**src/rtl/core_seq.sv**
```systemverilog
// core_seq: instruction sequencer for the 8x8 MAC core.
// Takes one job (weight tile base, activation base, psum base, activation
// count) and emits the 34-bit core instruction bundle cycle by cycle:
// weight fetch into L0, kernel load, activation execute with psum
// write-back, and an optional OFIFO drain.
//
// Optional feature macro: CORE_SEQ_ORD_EN
//   defined   - ORD state after EXEC drains the OFIFO; inst[6] is driven
//               combinationally from i_ofifo_valid while draining.
//   undefined - EXEC goes straight to DONE; inst[6] is constant 0.
//
// inst layout (same as core):
//   [33] acc  [32] CEN_pmem  [31] WEN_pmem  [30:20] A_pmem
//   [19] CEN_xmem  [18] WEN_xmem  [17:7] A_xmem
//   [6] ofifo_rd  [5] ififo_wr  [4] ififo_rd  [3] l0_rd  [2] l0_wr
//   [1] execute  [0] load
module core_seq #(
    parameter int ROW    = 8,
    parameter int COL    = 8,
    parameter int LAT    = ROW + COL,
    parameter int CNT_BW = 8
) (
    input  logic              i_clk,
    input  logic              i_reset,
    input  logic              i_start,
    input  logic [10:0]       i_w_base,
    input  logic [10:0]       i_x_base,
    input  logic [10:0]       i_p_base,
    input  logic [CNT_BW-1:0] i_n_act,
    input  logic              i_acc_en,
    input  logic              i_ofifo_valid,
    output logic [33:0]       o_inst,
    output logic              o_busy,
    output logic              o_done
);

    // Phase counter must hold n_act+lat and row without overflow.
    localparam int K_W = $clog2((1 << CNT_BW) + LAT + ROW + 2);

    // Idle pattern: both memories disabled, no core activity.
    localparam logic [33:0] IP = 34'h1_800C_0000;

    typedef enum logic [2:0] {
        S_IDLE,
        S_WFETCH,
        S_KLOAD,
        S_EXEC,
        S_ORD,
        S_DONE
    } state_t;

    state_t            r_state;
    state_t            w_state_nxt;
    logic [K_W-1:0]    r_k;
    logic [K_W-1:0]    w_k_nxt;
    logic              w_latch;

    logic [10:0]       r_w_base;
    logic [10:0]       r_x_base;
    logic [10:0]       r_p_base;
    logic [CNT_BW-1:0] r_n_act;
    logic              r_acc_en;

    logic [33:0]       r_inst;
    logic [33:0]       w_inst_nxt;
    logic              r_busy;
    logic              r_done;

    // Job fields as they will be after the coming edge, so that the first
    // WFETCH cycle already carries the freshly latched base address.
    logic [10:0]       w_wb;
    logic [10:0]       w_xb;
    logic [10:0]       w_pb;
    logic [CNT_BW-1:0] w_n;
    logic              w_acc;
    logic [K_W-1:0]    w_n_k;
    logic [K_W-1:0]    w_exec_last;
    logic [10:0]       w_kx;

    assign w_wb  = w_latch ? i_w_base : r_w_base;
    assign w_xb  = w_latch ? i_x_base : r_x_base;
    assign w_pb  = w_latch ? i_p_base : r_p_base;
    assign w_n   = w_latch ? i_n_act  : r_n_act;
    assign w_acc = w_latch ? i_acc_en : r_acc_en;
    assign w_n_k = K_W'(w_n);
    assign w_kx  = 11'(w_k_nxt);

    assign w_exec_last = K_W'(r_n_act) + K_W'(LAT);

`ifdef CORE_SEQ_ORD_EN
    logic [CNT_BW-1:0] r_rd_cnt;
    logic              w_ord_rd;

    assign w_ord_rd = (r_state == S_ORD) && i_ofifo_valid && (r_rd_cnt < r_n_act);
    assign o_inst   = {r_inst[33:7], w_ord_rd, r_inst[5:0]};

    // OFIFO read counter: cleared during EXEC, counts reads issued in ORD.
    always_ff @(posedge i_clk or posedge i_reset) begin
        if (i_reset) begin
            r_rd_cnt <= '0;
        end else if (r_state == S_EXEC) begin
            r_rd_cnt <= '0;
        end else if (w_ord_rd) begin
            r_rd_cnt <= r_rd_cnt + 1'b1;
        end
    end
`else
    logic w_unused_ofifo;
    assign w_unused_ofifo = i_ofifo_valid;
    assign o_inst         = r_inst;
`endif

    assign o_busy = r_busy;
    assign o_done = r_done;

    // State, phase counter, job fields and registered outputs.
    always_ff @(posedge i_clk or posedge i_reset) begin
        if (i_reset) begin
            r_state  <= S_IDLE;
            r_k      <= '0;
            r_w_base <= '0;
            r_x_base <= '0;
            r_p_base <= '0;
            r_n_act  <= '0;
            r_acc_en <= 1'b0;
            r_inst   <= IP;
            r_busy   <= 1'b0;
            r_done   <= 1'b0;
        end else begin
            r_state <= w_state_nxt;
            r_k     <= w_k_nxt;
            if (w_latch) begin
                r_w_base <= i_w_base;
                r_x_base <= i_x_base;
                r_p_base <= i_p_base;
                r_n_act  <= i_n_act;
                r_acc_en <= i_acc_en;
            end
            r_inst <= w_inst_nxt;
            r_busy <= (w_state_nxt != S_IDLE);
            r_done <= (w_state_nxt == S_DONE);
        end
    end

    // Next state and phase counter; each phase restarts the counter at 0.
    always_comb begin
        w_state_nxt = r_state;
        w_k_nxt     = r_k;
        w_latch     = 1'b0;
        case (r_state)
            S_IDLE: begin
                if (i_start) begin
                    w_latch     = 1'b1;
                    w_k_nxt     = '0;
                    w_state_nxt = (i_n_act == '0) ? S_DONE : S_WFETCH;
                end
            end
            S_WFETCH: begin
                if (r_k == K_W'(ROW)) begin
                    w_state_nxt = S_KLOAD;
                    w_k_nxt     = '0;
                end else begin
                    w_k_nxt = r_k + K_W'(1);
                end
            end
            S_KLOAD: begin
                if (r_k == K_W'(ROW - 1)) begin
                    w_state_nxt = S_EXEC;
                    w_k_nxt     = '0;
                end else begin
                    w_k_nxt = r_k + K_W'(1);
                end
            end
            S_EXEC: begin
                if (r_k == w_exec_last) begin
`ifdef CORE_SEQ_ORD_EN
                    w_state_nxt = S_ORD;
`else
                    w_state_nxt = S_DONE;
`endif
                    w_k_nxt = '0;
                end else begin
                    w_k_nxt = r_k + K_W'(1);
                end
            end
`ifdef CORE_SEQ_ORD_EN
            S_ORD: begin
                // No timeout: wait for as many OFIFO reads as activations.
                if (r_rd_cnt == r_n_act) begin
                    w_state_nxt = S_DONE;
                end
            end
`endif
            S_DONE: begin
                w_state_nxt = S_IDLE;
                w_k_nxt     = '0;
            end
            default: begin
                w_state_nxt = S_IDLE;
                w_k_nxt     = '0;
            end
        endcase
    end

    // Instruction bundle for the coming cycle, decoded from next state/counter.
    always_comb begin
        w_inst_nxt = IP;
        case (w_state_nxt)
            S_WFETCH: begin
                if (w_k_nxt < K_W'(ROW)) begin
                    w_inst_nxt[19]   = 1'b0;
                    w_inst_nxt[17:7] = w_wb + w_kx;
                end
                if (w_k_nxt != '0) begin
                    w_inst_nxt[2] = 1'b1;
                end
            end
            S_KLOAD: begin
                w_inst_nxt[0] = 1'b1;
            end
            S_EXEC: begin
                if (w_k_nxt < w_n_k) begin
                    w_inst_nxt[19]   = 1'b0;
                    w_inst_nxt[17:7] = w_xb + w_kx;
                end
                if ((w_k_nxt != '0) && (w_k_nxt <= w_n_k)) begin
                    w_inst_nxt[5] = 1'b1;
                    w_inst_nxt[1] = 1'b1;
                end
                // Psum for execute beat t appears lat cycles later.
                if ((w_k_nxt >= K_W'(LAT + 1)) && (w_k_nxt <= w_n_k + K_W'(LAT))) begin
                    w_inst_nxt[33]    = w_acc;
                    w_inst_nxt[32]    = 1'b0;
                    w_inst_nxt[31]    = 1'b0;
                    w_inst_nxt[30:20] = w_pb + 11'(w_k_nxt - K_W'(LAT + 1));
                end
            end
            default: begin
                w_inst_nxt = IP;
            end
        endcase
    end

endmodule

```
**config.mk**
```make
export PLATFORM = sky130hd
export DESIGN_NAME = core_seq
export DESIGN_NICKNAME = d
export VERILOG_FILES = /design/src/rtl/core_seq.sv
export SDC_FILE = /design/constraint.sdc
export NUM_CORES = 1
export LEC_CHECK = 0
export BUFFER_PORTS_ARGS = -buffer_cell sky130_fd_sc_hd__buf_4
export CAP_MARGIN = 10
export CORE_MARGIN = 3
export CORE_UTILIZATION = 49
export DETAILED_ROUTE_END_ITERATION = 6
export HOLD_SLACK_MARGIN = 0.12
export PLACE_DENSITY_LB_ADDON = 0.3
export SLEW_MARGIN = 20
export SYNTH_ARGS = -nofsm -noshare
export SYNTH_HDL_FRONTEND = slang
export SYNTH_SLANG_ARGS = --single-unit
```
**constraint.sdc**
```tcl
create_clock -name i_clk -period 6.35 [get_ports i_clk]
set_clock_uncertainty 0.05 [all_clocks]
set_input_delay 0.3175 -clock i_clk [delete_from_list [all_inputs] [get_ports i_clk]]
set_output_delay 0.3175 -clock i_clk [all_outputs]
set_load 0.01 [all_outputs]
```
==> metrics.md <==
| Metric | Value |
|---|---|
| WL final | `12300 um` |
| Post-CTS Setup Inserts | `0` |
| Die Ht | `111 um` |
| First-pass GRT wire length | `20500 um` |
| CTS buffer count | `9` |
| Peak Freq | `0.191 GHz` |
| CTS sink cnt | `84` |
| Resized Gates After CTS | `0` |
| Synth async-reset ratio | `1.00` |
| Distinct cells, synth | `74` |
| Post-Syn Area per Cell | `10.8 um^2` |
| Critical path capture point type | `register` |
| Max-cap check violation count | `0` |
| R2R Setup Slk | `1.12 ns` |
| Crit path kind | `reg -> reg` |
| Router iterations before antenna repair | `4` |
| Final setup fails | `0` |
| Total GRT Usage | `0.207` |
| Max Buffers Root-to-Sink | `2` |
| Clk slew on worst S/H paths | `0.08 ns` |
| Type of origin of the critical path | `register` |
| Worst path slowest cell | `or4_1` |
| Synth Register Bits | `84` |
| Hold Crit Class | `in -> async` |
| RSZ-0062 raised after global routing | `false` |
| CTS tree | `yes` |
| Starting Density | `0.515` |
| Width of the die | `111 um` |
| H-tree depth | `3` |
| Die area | `12300 um^2` |
| Initial DRC count | `158` |
| Post-Syn Area | `5410 um^2` |
| Mapped Cells | `500` |
| Max-slew violation count | `0` |
| Worst EP required | `6.54 ns` |
| Initial antenna violation count | `0` |
| Period utilisation layout | `0.824` |
| Grt total ovfl | `0` |
| WP depth | `18` |
| Final hold violation count | `0` |
| Vias per cell | `5.68` |
| Ant. Diodes | `0` |
| Syn-to-layout area delta | `15.9%` |
| Ys Warns | `0` |
| Row count | `37` |
| Setup_tns | `0 ns` |
| Crit path max-delay family | `simple AND/OR/NAND/NOR gates` |
| Detailed placer's ending HPWL | `9260 um` |
| Clk Tree Root Cell | `clkbuf_8` |
| Status | `completed` |
| Worst-Skew Late Latency | `0.37 ns` |
| Port bufs | `76` |
| Reg2reg end | `o_inst[17]` |
| Vias in the first global route | `4316` |
| Nets | `671` |
| Critical R2R Launch | `r_n_act[4]` |
| Crit path max fanout | `8` |
| Depth of the most critical reg-to-reg path | `18` |
| DRC | `0` |
| Synth Flop Type | `dfrtp_1` |
| Total number of vias | `4054` |
| GP Congestion | `0.875` |
| DRT antenna net count | `0` |
| Worst setup path start | `r_n_act[4]` |
| Critical-path cell list | `ha_1 -> xnor2_1 -> nand4_1 -> or4_1 -> nor2_4 -> o21ai_0 -> mux2i_1 -> inv_1 -> ha_1 -> fa_1 -> a21o_1 -> a21oi_1 -> o21bai_1 -> a21oi_1 -> o21bai_1 -> and4_1 -> or3_1 -> a32o_1` |
| I/O pin cnt | `82` |
| WP buf/inv | `1` |
| Per-cell routed wire length | `17.2 um` |
| Slew Limit Headroom | `0.319` |
| Register area share after synthesis | `0.389` |
| Hold Buf Count CTS | `0` |
| Core area | `10500 um^2` |
| Ratio of cells with drive above 1 in the final layout | `0.272` |
| Worst stage delay on the critical path | `0.52 ns` |
| Data arrival, critical path | `5.43 ns` |
| Worst slew pin tran | `1.01 ns` |
| Pin count of the biggest net entering global routing | `85` |
| Final min period | `5.23 ns` |
| Number of enable flip-flop cells after synthesis | `0` |
| Worst setup endpoint | `o_inst[17]` |
-- through the flow --
step                      cell area, um^2  instances  hold WS [ns]  setup slack [ns]   util
after floorplan                      5420        502         0.411              1.82      -
after global placement               6080        699         0.426              1.33  0.579
after detailed placement             6080        699         0.433              1.20  0.579
after CTS                            6270        714         0.146              1.12  0.596
after global routing                 6270        714         0.147             0.689  0.597
final                                6270        714         0.111              1.12  0.597
-- placed cells by master, fill, tap and decap left out, types with 6 or more instances in the layout --
master / instances
a21o_1: 12
a21oi_1: 18
a22o_1: 10
buf_4: 80
clkbuf_8: 10
dfrtp_1: 82
ha_1: 48
inv_1: 31
mux2_2: 33
mux2i_1: 10
nand2_1: 19
nand3_1: 7
nor2_1: 32
nor2b_1: 7
nor3_1: 11
o21ai_0: 10
o21bai_1: 6
xnor2_1: 31
xor2_1: 18
-- Yosys cell counts, drive strengths merged (5+ instances only) --
cell / instances / area [um^2]
dfrtp: 82 / 2050
nor4: 7 / 65.1
xor2: 18 / 158
a31o: 5 / 43.8
o31ai: 7 / 67.6
mux2: 33 / 372
a2bb2oi: 5 / 50.0
mux2i: 10 / 100
a21o: 13 / 105
nor3: 11 / 55.1
clkbuf: 7 / 26.3
buf: 13 / 97.6
or3: 5 / 36.3
nor2: 33 / 131
a22o: 10 / 87.6
o21ai: 11 / 58.8
xnor2: 31 / 272
nor2b: 7 / 43.8
nand3: 7 / 35.0
o21bai: 6 / 45.0
nand2: 20 / 77.6
a21oi: 19 / 106
inv: 33 / 124
ha: 48 / 601
-- flip-flops by register name, indices dropped and copies added, names as in the netlist --
register  count
r_state       3
o_done        1
r_k           9
r_p_base     11
o_inst       28
r_x_base     11
r_w_base     11
r_acc_en      1
o_busy        1
r_n_act       8
-- logic make-up after synthesis --
kind of cell | count (synthesis) | share of synthesized area
multiplexers | 43 | 0.0872
AND/OR/NAND/NOR | 113 | 0.115
other | 2 | 0.00139
AO/OA/AOI/OAI | 104 | 0.158
XOR/XNOR | 49 | 0.0793
flip-flops | 84 | 0.389
buffers and inverters | 53 | 0.0458
adder cells (fa/ha/maj) | 52 | 0.124
-- per-layer routing --
layer / GRT usage / up-vias / wire (um)
met1: 0.248 / 1979 / 5320
met2: 0.351 / 99 / 6000
met4: 0.114 / 0 / 513
met5: 0 / - / 0
li1: - / 1938 / -
met3: 0.0360 / 38 / 458
-- how the worst min path moves through the flow --
stage	slack [ns]	to	cells past startpoint
6_report	0.11	r_x_base[2]	3
5_1_grt	0.15	r_x_base[6]	2
4_1_cts	0.15	r_acc_en	2
3_5_place_dp	0.43	r_acc_en	1
3_3_place_gp	0.43	r_acc_en	1
2_1_floorplan	0.41	r_p_base[10]	2
-- cell type report --
cell class / instances / area (um^2)
clock inverter: 3 / 40.0
inverter: 33 / 125
multi-input combinational: 365 / 3070
sequential: 84 / 2100
timing repair buffer: 81 / 612
fill: 869 / 4240
tap: 136 / 170
clock buffer: 12 / 145
-- worst register-to-register path: stages (launching register included) --
cell      delay (ns)
dfrtp_1         0.44
ha_1            0.36
xnor2_1         0.14
nand4_1         0.08
or4_1           0.52
nor2_4          0.31
o21ai_0         0.16
mux2i_1         0.50
inv_1           0.24
ha_1            0.29
fa_1            0.41
a21o_1          0.17
a21oi_1         0.22
o21bai_1        0.10
a21oi_1         0.25
o21bai_1        0.12
and4_1          0.21
or3_1           0.30
a32o_1          0.26
Power is not shown: default switching activity piles up to over one toggle a cycle in this logic, so the estimate is an artifact.
